<file path="config.mk">
export PLATFORM = sky130hd
export DESIGN_NAME = mc_main_controller
export DESIGN_NICKNAME = d
export VERILOG_FILES = /design/src/rtl/mc_ctrl_pkg.sv /design/src/rtl/mc_main_controller_cond_eval.sv /design/src/rtl/mc_main_controller.sv
export SDC_FILE = /design/constraint.sdc
export NUM_CORES = 1
export LEC_CHECK = 0
export ABC_AREA = 1
export ABC_CLOCK_PERIOD_IN_PS = 2900
export CAP_MARGIN = 20
export CORE_ASPECT_RATIO = 1.2
export CORE_MARGIN = 3
export CORE_UTILIZATION = 25
export CTS_BUF_LIST = sky130_fd_sc_hd__clkbuf_8
export CTS_CLUSTER_DIAMETER = 100
export DETAILED_ROUTE_END_ITERATION = 16
export DONT_BUFFER_PORTS = 1
export GPL_TIMING_DRIVEN = 0
export PLACE_DENSITY = 0.42
export SLEW_MARGIN = 10
export SYNTH_ARGS = -nofsm -noshare
export SYNTH_HDL_FRONTEND = slang
export SYNTH_SLANG_ARGS = --single-unit
</file>
<file path="constraint.sdc">
create_clock -name clk -period 2.9 [get_ports clk]
set_input_delay 0.58 -clock clk [delete_from_list [all_inputs] [get_ports clk]]
set_output_delay 0.58 -clock clk [all_outputs]
set_load 0.005 [all_outputs]
</file>
<file path="src/rtl/mc_ctrl_pkg.sv">
// Shared encodings for the multicycle main controller: FSM states, instruction
// classes, ALU/condition codes and datapath mux selects.
// Latency: n/a (declarations only). Backpressure: n/a.
package mc_ctrl_pkg;

  typedef enum logic [3:0] {
    S_FETCH    = 4'd0,
    S_DECODE   = 4'd1,
    S_EXEC     = 4'd2,
    S_ALU_WB   = 4'd3,
    S_MEM_ADDR = 4'd4,
    S_MEM_RD   = 4'd5,
    S_MEM_WR   = 4'd6,
    S_MEM_WB   = 4'd7,
    S_BRANCH   = 4'd8,
    S_HALT     = 4'd9
  } ctrl_state_t;

  // Instruction class, Instr[31:30]
  localparam logic [1:0] CLASS_ALU  = 2'b00;
  localparam logic [1:0] CLASS_MEM  = 2'b01;
  localparam logic [1:0] CLASS_BR   = 2'b10;
  localparam logic [1:0] CLASS_HALT = 2'b11;

  localparam logic [2:0] ALU_ADD = 3'b000;

  // Branch condition codes, Instr[29:26]
  localparam logic [3:0] COND_EQ = 4'h0;
  localparam logic [3:0] COND_NE = 4'h1;
  localparam logic [3:0] COND_CS = 4'h2;
  localparam logic [3:0] COND_CC = 4'h3;
  localparam logic [3:0] COND_MI = 4'h4;
  localparam logic [3:0] COND_PL = 4'h5;
  localparam logic [3:0] COND_VS = 4'h6;
  localparam logic [3:0] COND_VC = 4'h7;
  localparam logic [3:0] COND_GE = 4'h8;
  localparam logic [3:0] COND_LT = 4'h9;
  localparam logic [3:0] COND_GT = 4'hA;
  localparam logic [3:0] COND_LE = 4'hB;
  localparam logic [3:0] COND_AL = 4'hE;

  // PC source select
  localparam logic [1:0] PCSRC_ALU    = 2'b00;
  localparam logic [1:0] PCSRC_ALUOUT = 2'b01;

  // ALU B operand select
  localparam logic [1:0] SRCB_REG  = 2'b00;
  localparam logic [1:0] SRCB_FOUR = 2'b01;
  localparam logic [1:0] SRCB_IMM  = 2'b10;
  localparam logic [1:0] SRCB_BOFF = 2'b11;

  function automatic logic [1:0] instr_class(input logic [31:0] instr);
    return instr[31:30];
  endfunction

endpackage

</file>
<file path="src/rtl/mc_main_controller_cond_eval.sv">
// Branch condition evaluator: decides whether a branch is taken from the flags.
// Latency: purely combinational. Backpressure: none.
// Ports: cond[3:0] condition code, Z/N/C/V flags in; CondTrue out.
module cond_eval
  import mc_ctrl_pkg::*;
(
  input  logic [3:0] cond,
  input  logic       Z,
  input  logic       N,
  input  logic       C,
  input  logic       V,
  output logic       CondTrue
);

  always_comb begin
    CondTrue = 1'b0;
    case (cond)
      COND_EQ: CondTrue = Z;
      COND_NE: CondTrue = !Z;
      COND_CS: CondTrue = C;
      COND_CC: CondTrue = !C;
      COND_MI: CondTrue = N;
      COND_PL: CondTrue = !N;
      COND_VS: CondTrue = V;
      COND_VC: CondTrue = !V;
      COND_GE: CondTrue = (N == V);
      COND_LT: CondTrue = (N != V);
      COND_GT: CondTrue = !Z && (N == V);
      COND_LE: CondTrue = Z || (N != V);
      COND_AL: CondTrue = 1'b1;
      default: CondTrue = 1'b0;  // C, D, F: never taken
    endcase
  end

endmodule

</file>
<file path="src/rtl/mc_main_controller.sv">
// Multicycle main control FSM: decodes Instr and emits one datapath control word per cycle.
// Latency: ALU 4, load 5, store 4, branch 3 cycles (+1 per memory wait); HALT reached in 2.
// Backpressure: FETCH/MEM_RD/MEM_WR hold with a constant control word until MemReady=1.
// Ports: clk, rst_n (sync, active low); Instr, Z/N/C/V, MemReady in;
//        MemReq/MemWrite/IorD, IRWrite/PCWrite/PCSrc, RegWrite/MemToReg,
//        ALUSrcA/ALUSrcB/ALUOp, Flag, Halted out.
module mc_main_controller
  import mc_ctrl_pkg::*;
(
  input  logic        clk,
  input  logic        rst_n,
  input  logic [31:0] Instr,
  input  logic        Z,
  input  logic        N,
  input  logic        C,
  input  logic        V,
  input  logic        MemReady,
  output logic        MemReq,
  output logic        MemWrite,
  output logic        IorD,
  output logic        IRWrite,
  output logic        PCWrite,
  output logic [1:0]  PCSrc,
  output logic        RegWrite,
  output logic        MemToReg,
  output logic        ALUSrcA,
  output logic [1:0]  ALUSrcB,
  output logic [2:0]  ALUOp,
  output logic        Flag,
  output logic        Halted
);

  ctrl_state_t state;
  ctrl_state_t state_nxt;
  logic        cond_true;

  // Operand/immediate fields are consumed by the datapath, not by control.
  logic unused_instr;
  assign unused_instr = ^Instr[24:0];

  cond_eval u_cond_eval (
    .cond     (Instr[29:26]),
    .Z        (Z),
    .N        (N),
    .C        (C),
    .V        (V),
    .CondTrue (cond_true)
  );

  always_ff @(posedge clk) begin
    if (!rst_n) state <= S_FETCH;
    else        state <= state_nxt;
  end

  always_comb begin
    state_nxt = state;
    MemReq    = 1'b0;
    MemWrite  = 1'b0;
    IorD      = 1'b0;
    IRWrite   = 1'b0;
    PCWrite   = 1'b0;
    PCSrc     = PCSRC_ALU;
    RegWrite  = 1'b0;
    MemToReg  = 1'b0;
    ALUSrcA   = 1'b0;
    ALUSrcB   = SRCB_REG;
    ALUOp     = ALU_ADD;
    Flag      = 1'b0;
    Halted    = 1'b0;

    case (state)
      S_FETCH: begin
        // PC + 4 is computed every fetch cycle; it only lands when memory completes.
        MemReq  = 1'b1;
        ALUSrcB = SRCB_FOUR;
        if (MemReady) begin
          IRWrite   = 1'b1;
          PCWrite   = 1'b1;
          state_nxt = S_DECODE;
        end
      end
      S_DECODE: begin
        // Speculatively form the branch target into ALUOut for BRANCH.
        ALUSrcB = SRCB_BOFF;
        case (instr_class(Instr))
          CLASS_ALU: state_nxt = S_EXEC;
          CLASS_MEM: state_nxt = S_MEM_ADDR;
          CLASS_BR:  state_nxt = S_BRANCH;
          default:   state_nxt = S_HALT;
        endcase
      end
      S_EXEC: begin
        ALUSrcA   = 1'b1;
        ALUSrcB   = Instr[25] ? SRCB_IMM : SRCB_REG;
        ALUOp     = Instr[29:27];
        state_nxt = S_ALU_WB;
      end
      S_ALU_WB: begin
        // ALUOp held so the flag-write decoder sees the operation with Flag.
        RegWrite  = 1'b1;
        ALUOp     = Instr[29:27];
        Flag      = Instr[26];
        state_nxt = S_FETCH;
      end
      S_MEM_ADDR: begin
        ALUSrcA   = 1'b1;
        ALUSrcB   = SRCB_IMM;
        state_nxt = Instr[26] ? S_MEM_RD : S_MEM_WR;
      end
      S_MEM_RD: begin
        MemReq = 1'b1;
        IorD   = 1'b1;
        if (MemReady) state_nxt = S_MEM_WB;
      end
      S_MEM_WR: begin
        MemReq   = 1'b1;
        MemWrite = 1'b1;
        IorD     = 1'b1;
        if (MemReady) state_nxt = S_FETCH;
      end
      S_MEM_WB: begin
        RegWrite  = 1'b1;
        MemToReg  = 1'b1;
        state_nxt = S_FETCH;
      end
      S_BRANCH: begin
        PCWrite   = cond_true;
        PCSrc     = PCSRC_ALUOUT;
        state_nxt = S_FETCH;
      end
      S_HALT: begin
        Halted = 1'b1;
      end
      default: state_nxt = S_FETCH;
    endcase

    // Reset cycle: suppress every enable so an aborted access has no side effects.
    if (!rst_n) begin
      MemReq   = 1'b0;
      MemWrite = 1'b0;
      IorD     = 1'b0;
      IRWrite  = 1'b0;
      PCWrite  = 1'b0;
      PCSrc    = PCSRC_ALU;
      RegWrite = 1'b0;
      MemToReg = 1'b0;
      ALUSrcA  = 1'b0;
      ALUSrcB  = SRCB_REG;
      ALUOp    = ALU_ADD;
      Flag     = 1'b0;
      Halted   = 1'b0;
    end
  end

endmodule

</file>
==> results_tabular.tex <==
\begin{tabular}{lr}
\hline
Metric & Value \\
\hline
\multicolumn{2}{l}{\textbf{Run status}} \\
Outcome & finished clean \\
\multicolumn{2}{l}{\textbf{Synth}} \\
Mapped Nets & 154 \\
Combined area of all synthesized cells & 609 um2 \\
Leading cell types by count after synthesis & sky130\_fd\_sc\_hd\_\_nand2\_1, sky130\_fd\_sc\_hd\_\_nor2\_1, sky130\_fd\_sc\_hd\_\_inv\_1, sky130\_fd\_sc\_hd\_\_nand3\_1 \\
Number of synthesis warnings & 0 \\
Most used flip-flop cell after synthesis & sky130\_fd\_sc\_hd\_\_dfxtp\_1 \\
Top-count cell post-synth & sky130\_fd\_sc\_hd\_\_nand2\_1 \\
Cell taking the most area after synthesis & sky130\_fd\_sc\_hd\_\_nand2\_1 \\
Cell types with the largest area share after synthesis & sky130\_fd\_sc\_hd\_\_nand2\_1, sky130\_fd\_sc\_hd\_\_dfxtp\_1, sky130\_fd\_sc\_hd\_\_nor2\_1 \\
Register bit count reported by yosys & 4 \\
Unique cell type count in the Yosys netlist & 22 \\
EDFF count, synth & 0 \\
Share of synthesized area occupied by flip-flops and latches & 0.131 \\
Synthesized netlist cell count & 115 \\
Top cell type's share of synthesized area & 0.179 \\
Post-Synthesis Mean Instance Area & 5.30 um2 \\
Share of flip-flops with an asynchronous set or reset & 0 \\
\multicolumn{2}{l}{\textbf{Power}} \\
Design internal power & 0.000211 W \\
Net switching share of the total power & 0.406 \\
Switching component of the power & 0.000144 W \\
Worst VDD drop & 0.000297 V \\
Clock group share of total power & 0.328 \\
Power density over the cells & 516 nW/um2 \\
Logic pwr share & 0.449 \\
Overall power & 0.000355 W \\
Leak Pwr & 0.347 nW \\
Sequential share of power & 0.223 \\
\multicolumn{2}{l}{\textbf{Critical path}} \\
CP Depth & 5 \\
Cell with the largest stage delay on the worst path & sky130\_fd\_sc\_hd\_\_dfxtp\_1 \\
Kind of start point of the critical path & flop \\
Longest individual stage delay on the worst path & 350 ps \\
Worst setup EP type & output port \\
Cells on worst reg2reg path & 6 \\
Reg-to-reg critical path endpoint & state[2] \\
Startpoint of the worst register-to-register path & state[3] \\
Worst endpoint data arrival time & 1410 ps \\
Buffers plus inverters on the worst setup path & 1 \\
Top delay family on crit path & simple AND/OR/NAND/NOR gates \\
Crit path cell chain & inv\_2 > nor2\_1 > nand2\_1 > a21oi\_2 > a21o\_1 \\
Type of the worst setup path & flop to output port \\
Internal reg-to-reg setup slack & 1640 ps \\
Data required time of the critical path & 2320 ps \\
Maximum fanout along the worst path & 8 \\
\multicolumn{2}{l}{\textbf{Layout}} \\
Flip-flop count of the largest register after layout & 4 \\
Number of antenna cells inserted & 0 \\
Largest registers & state (4) \\
Area added between synthesis and finish & 12.9\% \\
Fraction of layout instances using a drive strength above 1 & 0.195 \\
Top register by number of flip-flops & state \\
Fraction of the core area covered by cells at the end of the flow & 0.315 \\
Nets & 159 \\
\multicolumn{2}{l}{\textbf{Clock tree}} \\
Clock tree from TritonCTS & done \\
CTS Buffer Depth & 2 \\
Number of gates given a new drive strength after cts & 0 \\
TritonCTS buffer count & 3 \\
Buffer cell driving the clock tree root & sky130\_fd\_sc\_hd\_\_clkbuf\_8 \\
Clock-pin slew on the worst setup and hold paths & 30 ps \\
Number of buffers added for setup after CTS & 0 \\
Total clock sinks & 4 \\
Clock latency of the later-clocked register in the worst-skew pair & 210 ps \\
Count of hold-fix buffers inserted at cts & 0 \\
CTS H-tree depth & 1 \\
\multicolumn{2}{l}{\textbf{Global route}} \\
Global-route wire length before repair & 2770 um \\
Met3 Use GR & 0.0249 \\
Met1 capacity usage during global routing & 0.135 \\
Number of global-route vias before repair & 672 \\
Sum of overflow across all layers after global routing & 0 \\
Total track usage & 0.119 \\
GR Util met2 & 0.221 \\
Number of antenna violations at the first check in global routing & 0 \\
Pin count of the biggest net entering global routing & 11 \\
Most congested layer reported by global routing & met2 \\
\multicolumn{2}{l}{\textbf{Place}} \\
Half-perimeter wire length after detailed placement & 1480 um \\
Buffers added on ports & 0 \\
Setup WS pre-CTS & 1080 ps \\
Gp weighted congestion & 0.730 \\
\multicolumn{2}{l}{\textbf{Min path}} \\
Hold path endpoint & state[0] \\
Class of the most critical hold timing path & input pin to flop \\
Number of instances on the worst hold path & 2 \\
Worst hold path startpoint & rst\_n \\
\multicolumn{2}{l}{\textbf{Timing}} \\
Setup repair after global routing missed its margin & no \\
Count of endpoints failing hold in the final timing report & 0 \\
Clock period minus final worst setup slack & 1990 ps \\
Setup TNS & 0 ps \\
Period utilization & 0.685 \\
Crit path setup slack, layout & 914 ps \\
Setup-violating endpoint count in the final report & 0 \\
Number of slew-limit violations in the final report & 0 \\
Hold slack final & 499 ps \\
Clock skew after layout & 0.970 ps \\
Maximum frequency from static timing analysis & 0.503 GHz \\
\multicolumn{2}{l}{\textbf{Die}} \\
\# IOs & 56 \\
Count of standard-cell rows & 18 \\
Placeable core region & 2180 um2 \\
Initial Util & 0.279 \\
Die span in y & 60.1 um \\
Die Area & 3070 um2 \\
X dimension of the die & 51.1 um \\
\multicolumn{2}{l}{\textbf{Routing}} \\
Post-detailed-route wirelength per cell & 11.7 um \\
Routed wire length & 1730 um \\
First drt pass iteration count & 4 \\
Number of nets still failing antenna checks after routing & 0 \\
Via count normalized by instance count & 4.71 \\
Iter 0 DRT Violations & 14 \\
Vias & 697 \\
Remaining routing DRC violations & 0 \\
\multicolumn{2}{l}{\textbf{Job}} \\
Max Cap Viol & 0 \\
\hline
\end{tabular}
[power by group through the flow]
stage / registers (W) / clock network, W / logic (W)
6_report: 0.0000792 / 0.000116 / 0.000159
5_1_grt: 0.0000808 / 0.000128 / 0.000179
4_1_cts: 0.0000789 / 0.000118 / 0.000161
3_5_place_dp: 0.0000796 / 0 / 0.000160
3_3_place_gp: 0.0000799 / 0 / 0.000161
2_1_floorplan: 0.0000763 / 0 / 0.000135
[cell families (layout without fill, tap and decap cells)]
group	after synthesis	count (layout)	share of synthesized area
other	1	1	0.00615
buffers and inverters	21	24	0.136
flip-flops	4	4	0.131
AND/OR/NAND/NOR	76	76	0.606
AO/OA/AOI/OAI	13	13	0.121
[metrics by stage]
step                cell area (um2)  cells
global route                    688    148
floorplan                       609    115
detailed placement              647    145
finish                          688    148
global placement                647    145
CTS                             688    148
[final cells by class]
class,count,area [um2]
fillers,268,1500
inverters,20,75.1
well taps,30,37.5
flip-flops and latches,4,80.1
multi-input cells,90,447
clock buffers,3,41.3
plain buffers,1,7.51
[worst max-delay path by stage]
stage | slack, ps | start | to
3_5_place_dp | 1080 | rst_n | MemReq
3_3_place_gp | 1080 | rst_n | MemReq
2_1_floorplan | 1240 | Instr[29] | PCWrite
4_1_cts | 890 | state[1] | MemReq
5_1_grt | 780 | state[1] | MemReq
6_report | 910 | state[1] | MemReq
[cells in the final DEF (no fill, tap or decap)]
cell type                  Yosys  final
sky130_fd_sc_hd__a21o_1        1      1
sky130_fd_sc_hd__clkinv_1      1      1
sky130_fd_sc_hd__o211ai_1      1      1
sky130_fd_sc_hd__inv_2         4      4
sky130_fd_sc_hd__nor2b_4       1      1
sky130_fd_sc_hd__nand2_2       6      6
sky130_fd_sc_hd__clkbuf_8      0      3
sky130_fd_sc_hd__nor3_1        3      3
sky130_fd_sc_hd__conb_1        1      1
sky130_fd_sc_hd__buf_4         1      1
sky130_fd_sc_hd__nand3_1       9      9
sky130_fd_sc_hd__nor2_4        2      2
sky130_fd_sc_hd__nor2_1       18     18
sky130_fd_sc_hd__nand3_2       2      2
sky130_fd_sc_hd__dfxtp_1       4      4
sky130_fd_sc_hd__a21oi_1       6      6
sky130_fd_sc_hd__inv_1        15     15
sky130_fd_sc_hd__nand4_1       2      2
sky130_fd_sc_hd__nor2_2        3      3
sky130_fd_sc_hd__nand2_1      29     29
sky130_fd_sc_hd__nand3b_1      1      1
sky130_fd_sc_hd__o21ai_0       4      4
sky130_fd_sc_hd__a21oi_2       1      1
[worst reg2reg max path, stage by stage (launching register included)]
cell,delay [ps]
sky130_fd_sc_hd__dfxtp_1,360
sky130_fd_sc_hd__nor2_1,280
sky130_fd_sc_hd__nand4_1,150
sky130_fd_sc_hd__nand2_2,110
sky130_fd_sc_hd__inv_1,40
sky130_fd_sc_hd__a21oi_1,150
sky130_fd_sc_hd__nor2_1,50
[metal layers]
layer | share of wire | vias to the layer above
li1 | - | 367
met1 | 0.41 | 300
met2 | 0.49 | 28
met3 | 0.093 | 2
met4 | 0.0058 | 0
met5 | 0 | -
(Power assumes the default switching activity.)
